`config.mk`:
```
export PLATFORM = sky130hd
export DESIGN_NAME = button_cond
export DESIGN_NICKNAME = d
export VERILOG_FILES = /design/src/rtl/button_cond_pkg.sv /design/src/rtl/btn_channel.sv /design/src/rtl/button_cond.sv
export SDC_FILE = /design/constraint.sdc
export NUM_CORES = 1
export LEC_CHECK = 0
export CAP_MARGIN = 25
export CORE_MARGIN = 3
export CORE_UTILIZATION = 41
export DETAILED_ROUTE_END_ITERATION = 10
export SETUP_SLACK_MARGIN = 0.4
export SYNTH_ARGS = -nofsm -noshare
export SYNTH_HDL_FRONTEND = slang
export SYNTH_HIERARCHICAL = 1
export SYNTH_SLANG_ARGS = --single-unit
```
`constraint.sdc`:
```
create_clock -name clk_i -period 3.1 [get_ports clk_i]
set_input_delay 0.465 -clock clk_i [delete_from_list [all_inputs] [get_ports clk_i]]
set_output_delay 0.465 -clock clk_i [all_outputs]
set_load 0.03 [all_outputs]
```
`src/rtl/button_cond_pkg.sv`:
```
// Shared types and constants for the push-button conditioner.
// Channel indices let the top level wire buttons to the alarm-clock core by name.
package button_cond_pkg;

  typedef enum logic [1:0] {
    IDLE        = 2'd0,
    HELD_DELAY  = 2'd1,
    HELD_REPEAT = 2'd2
  } btn_state_t;

  localparam int BTN_MIN  = 0;
  localparam int BTN_HRS  = 1;
  localparam int BTN_TSET = 2;
  localparam int BTN_ASET = 3;

  localparam int ACCEL_CNT_W = 4;

  // Counter width able to hold the value n.
  function automatic int cnt_w(input int n);
    return $clog2(n) + 1;
  endfunction

endpackage

```
`src/rtl/btn_channel.sv`:
```
// One button: 2-FF synchronizer, debounce counter, press/auto-repeat FSM with registered strobe.
// With BUTTON_COND_ACCEL_EN the repeat period halves after ACCEL_AFTER repeat strobes.
module btn_channel
  import button_cond_pkg::*;
#(
  parameter int DEBOUNCE_CYC  = 4,
  parameter int REPEAT_DELAY  = 16,
  parameter int REPEAT_PERIOD = 8
`ifdef BUTTON_COND_ACCEL_EN
  ,
  parameter int ACCEL_AFTER   = 8
`endif
) (
  input  logic clk_i,
  input  logic rst_ni,
  input  logic raw_i,
  output logic level_o,
  output logic adv_o
);

  localparam int DB_W    = cnt_w(DEBOUNCE_CYC);
  localparam int RPT_MAX = (REPEAT_DELAY > REPEAT_PERIOD) ? REPEAT_DELAY : REPEAT_PERIOD;
  localparam int RPT_W   = cnt_w(RPT_MAX);

  localparam logic [DB_W-1:0]  DB_LAST     = DB_W'(DEBOUNCE_CYC - 1);
  localparam logic [RPT_W-1:0] DELAY_LOAD  = RPT_W'(REPEAT_DELAY - 1);
  localparam logic [RPT_W-1:0] PERIOD_LOAD = RPT_W'(REPEAT_PERIOD - 1);

  logic [1:0]       sync_q;
  logic             level_q, level_d;
  logic [DB_W-1:0]  db_cnt_q, db_cnt_d;
  btn_state_t       state_q;
  logic [RPT_W-1:0] rpt_cnt_q;
  logic [RPT_W-1:0] reload;
  logic             adv_q;
  logic             rise, fall, expire;

  always_comb begin
    level_d  = level_q;
    db_cnt_d = '0;
    if (sync_q[1] != level_q) begin
      if (db_cnt_q == DB_LAST) begin
        level_d = ~level_q;
      end else begin
        db_cnt_d = db_cnt_q + DB_W'(1);
      end
    end
  end

  assign rise   = level_d & ~level_q;
  assign fall   = ~level_d & level_q;
  assign expire = (state_q != IDLE) && (rpt_cnt_q == '0);

  always_ff @(posedge clk_i or negedge rst_ni) begin
    if (!rst_ni) begin
      sync_q   <= 2'b00;
      level_q  <= 1'b0;
      db_cnt_q <= '0;
    end else begin
      sync_q   <= {sync_q[0], raw_i};
      level_q  <= level_d;
      db_cnt_q <= db_cnt_d;
    end
  end

`ifdef BUTTON_COND_ACCEL_EN
  localparam int FAST_PERIOD = (REPEAT_PERIOD / 2 > 1) ? REPEAT_PERIOD / 2 : 1;
  localparam logic [RPT_W-1:0] FAST_LOAD = RPT_W'(FAST_PERIOD - 1);

  logic [ACCEL_CNT_W-1:0] accel_cnt_q;
  logic                   accel_hit;

  // The strobe that brings the count to ACCEL_AFTER already picks the fast reload.
  assign accel_hit = (int'(accel_cnt_q) + 1) >= ACCEL_AFTER;
  assign reload    = accel_hit ? FAST_LOAD : PERIOD_LOAD;

  always_ff @(posedge clk_i or negedge rst_ni) begin
    if (!rst_ni) begin
      accel_cnt_q <= '0;
    end else if (fall || state_q == IDLE) begin
      accel_cnt_q <= '0;
    end else if (expire && accel_cnt_q != '1) begin
      accel_cnt_q <= accel_cnt_q + ACCEL_CNT_W'(1);
    end
  end
`else
  assign reload = PERIOD_LOAD;
`endif

  // Release has priority over a repeat expiry landing on the same edge.
  always_ff @(posedge clk_i or negedge rst_ni) begin
    if (!rst_ni) begin
      state_q   <= IDLE;
      rpt_cnt_q <= '0;
      adv_q     <= 1'b0;
    end else begin
      adv_q <= 1'b0;
      if (fall) begin
        state_q   <= IDLE;
        rpt_cnt_q <= '0;
      end else begin
        case (state_q)
          IDLE: begin
            if (rise) begin
              adv_q     <= 1'b1;
              rpt_cnt_q <= DELAY_LOAD;
              state_q   <= HELD_DELAY;
            end
          end
          HELD_DELAY, HELD_REPEAT: begin
            if (expire) begin
              adv_q     <= 1'b1;
              rpt_cnt_q <= reload;
              state_q   <= HELD_REPEAT;
            end else begin
              rpt_cnt_q <= rpt_cnt_q - RPT_W'(1);
            end
          end
          default: begin
            state_q   <= IDLE;
            rpt_cnt_q <= '0;
          end
        endcase
      end
    end
  end

  assign level_o = level_q;
  assign adv_o   = adv_q;

endmodule

```
`src/rtl/button_cond.sv`:
```
// Push-button conditioner: N_BTN independent debounced levels plus press/auto-repeat strobes.
// Optional fast-sweep acceleration is enabled by defining BUTTON_COND_ACCEL_EN.
module button_cond
  import button_cond_pkg::*;
#(
  parameter int N_BTN         = 4,
  parameter int DEBOUNCE_CYC  = 4,
  parameter int REPEAT_DELAY  = 16,
  parameter int REPEAT_PERIOD = 8
`ifdef BUTTON_COND_ACCEL_EN
  ,
  parameter int ACCEL_AFTER   = 8
`endif
) (
  input  logic             clk_i,
  input  logic             rst_ni,
  input  logic [N_BTN-1:0] btn_raw_i,
  output logic [N_BTN-1:0] btn_level_o,
  output logic [N_BTN-1:0] btn_adv_o
);

  for (genvar i = 0; i < N_BTN; i++) begin : g_ch
    btn_channel #(
      .DEBOUNCE_CYC (DEBOUNCE_CYC),
      .REPEAT_DELAY (REPEAT_DELAY),
      .REPEAT_PERIOD(REPEAT_PERIOD)
`ifdef BUTTON_COND_ACCEL_EN
      ,
      .ACCEL_AFTER  (ACCEL_AFTER)
`endif
    ) u_ch (
      .clk_i  (clk_i),
      .rst_ni (rst_ni),
      .raw_i  (btn_raw_i[i]),
      .level_o(btn_level_o[i]),
      .adv_o  (btn_adv_o[i])
    );
  end

endmodule

```
-- Word level (Yosys, flattened, before mapping)
Cells that the tools add are included.
- word-level logic and storage cells: 160
- input port bits: 6
- output and inout port bits: 8
- bits in registers: 56
- equal/unequal tests: 24
- multiplexer cells: 64
- reduce and logical (&&, ||, !) cells: 24
- $add $sub $neg: 8
- bitwise gates (word level): 16
- operators by type and width (cell ; number):
    $mux 5 ; 12
    $pmux 5 s2 ; 4
    $mux 2 ; 12
    $mux 3 ; 8
    $ne 3x1->1 const B ; 8
    $logic_not 5->1 ; 4
    $mux 1 ; 20
    $sub 5x1->5 const B ; 4
    $pmux 2 s2 ; 4
    $add 3x1->3 const B ; 4
    $eq 3x2->1 const B ; 4
    $and 1x1->1 ; 8
    $eq 2x1->1 const B ; 4
    $eq 2x2->1 const B ; 4
    $logic_not 2->1 ; 4
    $not 1->1 ; 8
    $pmux 1 s2 ; 4
    $reduce_and 2->1 ; 4
    $reduce_bool 2->1 ; 4
    $reduce_or 2->1 ; 4
    $logic_and 1x1->1 ; 4
    $ne 1x1->1 ; 4

-- Logic depth before layout (Yosys ltp)
- depth in word-level cells: 7
- gate-level depth with buffers: 9
- gate-level depth less buffers: 9

-- By module
The synthesis kept the hierarchy.
- by module, submodules not included (module ; instances ; area each (um^2) ; cells an instance ; sequential area each (um^2)):
    btn_channel (g_ch[2].u_ch) ; 1 ; 749.5 ; 68 ; 350.3
    btn_channel (g_ch[1].u_ch) ; 1 ; 744.5 ; 74 ; 350.3
    btn_channel (g_ch[3].u_ch) ; 1 ; 725.7 ; 68 ; 350.3
    btn_channel (g_ch[0].u_ch) ; 1 ; 723.2 ; 76 ; 350.3

-- Least setup slack after synthesis
Ideal clock, no wire load.
- path type: register to register
- from: register g_ch[2].u_ch.db_cnt_q[0]
- to: register g_ch[2].u_ch.rpt_cnt_q[4]
- data required time: 2.999 ns
- path buffers: 1
- data arrival time: 1.996 ns
- slack: 1.003 ns
- cell stages (with the launch flop): 10
- library setup time: 0.101 ns
- period minus slack after synthesis: 2.097 ns
- path through: dfrtp_1 > ha_1 > nand2b_1 > mux2i_1 > inv_1 > ha_1 > buf_6 > a211oi_4 > nand2_2 > o32ai_1
- cells in the longest elaborated chain, start to end: 6
- elaborated cells on any way between the ends: 8
- classes of those cells: 2 x eq/ne; 3 x mux; 3 x bitwise
- RTL lines (what ; RTL line ; source):
    from (decl) ; btn_channel.sv:31 ; logic [DB_W-1:0] db_cnt_q, db_cnt_d;
    from (signal assigned) ; btn_channel.sv:62 ; db_cnt_q <= db_cnt_d;
    $eq 3x2->1 (*) ; btn_channel.sv:42 ; if (db_cnt_q == DB_LAST) begin
    $mux 1 (*) ; btn_channel.sv:42 ;
    $mux 1 (*) ; btn_channel.sv:41 ; if (sync_q[1] != level_q) begin
    net g_ch[2].u_ch.level_d ; btn_channel.sv:30 ; logic level_q, level_d;
    $not 1->1 ; btn_channel.sv:51 ; assign fall = ~level_d & level_q;
    $and 1x1->1 ; btn_channel.sv:51 ;
    $ne 3x1->1 (no line) / $mux 5 (equally long branches) ; n/a ;
    to (signal assigned) ; btn_channel.sv:113 ; rpt_cnt_q <= reload;
    to (signal assigned) ; btn_channel.sv:116 ; rpt_cnt_q <= rpt_cnt_q - RPT_W'(1);
    to (decl) ; btn_channel.sv:33 ; logic [RPT_W-1:0] rpt_cnt_q;
Mark *: on every way through the listed nets, which the timed path passes. The rest lies on a longest branch.
A chain may end at the register's enable or synchronous reset.

-- Final worst setup path
Ends and elaborated chain as after synthesis.

==> run summary <==
Status -> complete, no violations
Vias in the first global route -> 1987
Static Leak -> 1.54 nW
Reg2reg start -> g_ch[2].u_ch/db_cnt_q[0]
Drt first pass iters -> 4
RSZ-0062 raised after global routing -> no
Syn_nets -> 315
Final TNS setup -> 0 ns
Worst endpoint required time -> 3.30 ns
DR vias/cell -> 5.28
Pwr dens -> 1150 mW/mm^2
P&R area growth vs syn -> 12.1%
Die area -> 0.00823 sq mm
Worst Max-Slew Pin Slew -> 0.786 ns
IO buf count -> 13
FP Rows -> 30
Root buffer cell -> clkbuf_8
Final antenna-violating net count -> 0
Die H -> 90.7 um
IO Pins -> 14
Main synth FF type -> dfrtp_1
Final setup vio count -> 0
RR Endpoint -> g_ch[2].u_ch/rpt_cnt_q[4]
Max-slew headroom -> 46.9%
Crit path DAT -> 2.51 ns
Period utilization -> 74.5%
Wire per inst -> 12.5 um
Ratio of cells with drive above 1 in the final layout -> 9.54%
DPL Wire Length -> 3.64 mm
Initial antenna violation count -> 0
CTS resizes -> 0
Total CTS buffers -> 5
Warnings, synthesis -> 6
Total number of vias -> 2113
Chip width -> 90.7 um
Sequential share of the synthesized area -> 47.6%
Yosys cell types -> 59
Htree depth -> 2
Setup bufs post-CTS -> 0
Async SR Flop Fraction -> 100%
Diodes inserted -> 0
DRC errors left -> 0
Syn avg cell area -> 10.3 sq um
Clock Path Buffers -> 2
Initial Utilization -> 42.8%
Critical setup path kind -> flop to flop
Peak supply drop -> 0.528 mV
Reg2reg path depth -> 8
CORE AREA -> 0.00687 sq mm
Worst setup EP type -> flop
Mapped Cells -> 286
Highest Clock Rate -> 433 MHz
Layout Nets -> 332
Clock transition at the registers of the reported paths -> 0.10 ns
Total Routed Length -> 5.00 mm
Reg2Reg Setup Slack -> 0.79 ns
Crit path launch -> g_ch[2].u_ch/db_cnt_q[0]
Fin crit period -> 2.31 ns
Largest net degree at the start of global routing -> 33
Crit path capture -> g_ch[2].u_ch/rpt_cnt_q[4]
Cts hold-fix bufs -> 0
Post-synthesis register bit count -> 56
Clk_lat worst skew -> 0.30 ns
DRT iter0 DRCs -> 40
Final worst slack -> 0.792 ns
Dpl ws -> 0.796 ns
HP Class -> primary input to asynchronous set/reset pin
Post-synth EDFFs -> 0
Netlist Area Pre-Place -> 0.00294 sq mm
Clk sinks -> 56
TritonCTS clock tree -> yes
First-pass GRT wire length -> 8.99 mm
Fin. max-slew vios -> 0
Fill cell count -> 631
Remaining Overflow, GRT -> 0
Endpoints failing hold -> 0
Crit path launch type -> flop
Global Route Usage Sum -> 13.0%
Gpl congestion -> 0.795
Clk_skew -> 0.00814 ns
Max Cap Viol -> 0
Crit path max fanout -> 9
cell families (layout without fill, tap and decap cells):
family / after synthesis / after routing / share of synthesized area, %
and+or+nand+nor: 90 / 90 / 17.8
AOI/OAI and AO/OA: 66 / 66 / 15.4
DFF: 56 / 56 / 47.6
buffers and inverters: 39 / 57 / 5.36
adders and majority gates: 23 / 23 / 9.78
xor gates and xnor gates: 8 / 8 / 2.64
muxes: 4 / 4 / 1.36
metal layers:
layer	up-vias	share of wire, %	GRT usage, %	routed length (um)
met5	-	0	0	0
met4	0	1.1	3.95	55
met3	6	3.2	2.92	161
met2	43	46	20.8	2290
met1	1033	50	17.7	2490
li1	1031	-	-	-
cell type report:
cell class | instances | area [sq um] | area share [%]
timing repair buffer | 15 | 140 | 4.25
clock buffer | 7 | 96.3 | 2.92
tap | 96 | 120 | 3.64
inverter | 34 | 128 | 3.87
multi-input combinational | 191 | 1380 | 41.9
clock inverter | 1 | 30.0 | 0.910
sequential | 56 | 1400 | 42.5
power breakdown:
group	switching (mW)	internal, mW	leakage (nW)
sequential	0.227	1.00	0.706
combinational	1.18	0.884	0.770
clock	0.227	0.285	0.0645
total	1.63	2.17	1.54
worst min-delay path by stage:
stage	start	endpoint	slack, ns	cells past startpoint
floorplan	rst_ni	g_ch[0].u_ch/adv_o	0.17	0
global placement	g_ch[0].u_ch/sync_q[0]	g_ch[0].u_ch/sync_q[1]	0.33	0
detailed placement	g_ch[0].u_ch/sync_q[0]	g_ch[0].u_ch/sync_q[1]	0.34	0
CTS	rst_ni	g_ch[0].u_ch/sync_q[1]	0.24	1
global route	rst_ni	g_ch[0].u_ch/state_q[0]	0.26	1
finish	rst_ni	g_ch[0].u_ch/sync_q[1]	0.21	1
per-stage QoR:
stage | util [%] | power [mW] | hold slack (ns) | instance area [sq um] | std cells
after detailed placement | 46.2 | 3.31 | 0.336 | 3170 | 392
final | 48.0 | 3.81 | 0.213 | 3300 | 400
after CTS | 48.0 | 3.84 | 0.240 | 3300 | 400
after global routing | 48.0 | 4.17 | 0.258 | 3300 | 400
after floorplan | - | 2.86 | 0.169 | 2940 | 286
after global placement | 46.2 | 3.28 | 0.332 | 3170 | 392
cell usage after synthesis (all sizes together) (2+ instances only):
master | number | area (sq um)
nor3 | 7 | 35.0
buf | 4 | 26.3
a21oi | 15 | 78.8
xnor2 | 5 | 43.8
and3 | 2 | 13.8
nand3 | 9 | 45.0
a32oi | 2 | 17.5
inv | 34 | 128
a211oi | 2 | 27.5
and2 | 2 | 13.8
a221o | 2 | 20.0
o21ai | 15 | 78.8
nor2b | 3 | 18.8
nand2 | 20 | 77.6
nor2 | 17 | 78.8
o22ai | 9 | 56.3
nand2b | 8 | 50.1
or4b | 4 | 55.1
ha | 23 | 288
dfrtp | 56 | 1400
a32o | 2 | 20.0
xor2 | 3 | 33.8
a31oi | 3 | 18.8
mux2i | 4 | 40.0
o31a | 2 | 18.8
nor3b | 9 | 67.6
a21boi | 3 | 22.5
flip-flops by register name (all words and copies together) (netlist names):
name and flops:
g_ch.u_ch/rpt_cnt_q 20, g_ch.u_ch/db_cnt_q 12, g_ch.u_ch/state_q 8, g_ch.u_ch/sync_q 8, g_ch.u_ch/adv_o 4, g_ch.u_ch/level_o 4
critical path, stage by stage (launching register included):
cell      delay [ns]
dfrtp_1         0.40
ha_1            0.21
nand2b_1        0.10
mux2i_1         0.24
inv_1           0.09
ha_1            0.40
a211oi_4        0.41
nand2_2         0.13
o32ai_1         0.23
cell usage in the layout (no fill, tap or decap), types with 4 or more instances in the layout:
| cell type | netlist | routed |
|---|---|---|
| dfrtp_1 | 56 | 56 |
| nor3b_1 | 9 | 9 |
| a21oi_1 | 14 | 14 |
| or4b_4 | 4 | 4 |
| xnor2_1 | 5 | 5 |
| ha_1 | 23 | 23 |
| o22ai_1 | 9 | 9 |
| clkdlybuf4s50_1 | 0 | 12 |
| nand2b_1 | 8 | 8 |
| inv_1 | 34 | 34 |
| o21ai_0 | 10 | 10 |
| o21ai_1 | 4 | 4 |
| mux2i_1 | 4 | 4 |
| nand3_1 | 9 | 9 |
| clkbuf_8 | 0 | 7 |
| nor2_1 | 15 | 15 |
| nor3_1 | 7 | 7 |
| nand2_1 | 19 | 19 |
Note: power is estimated with default switching activity, not from simulation.
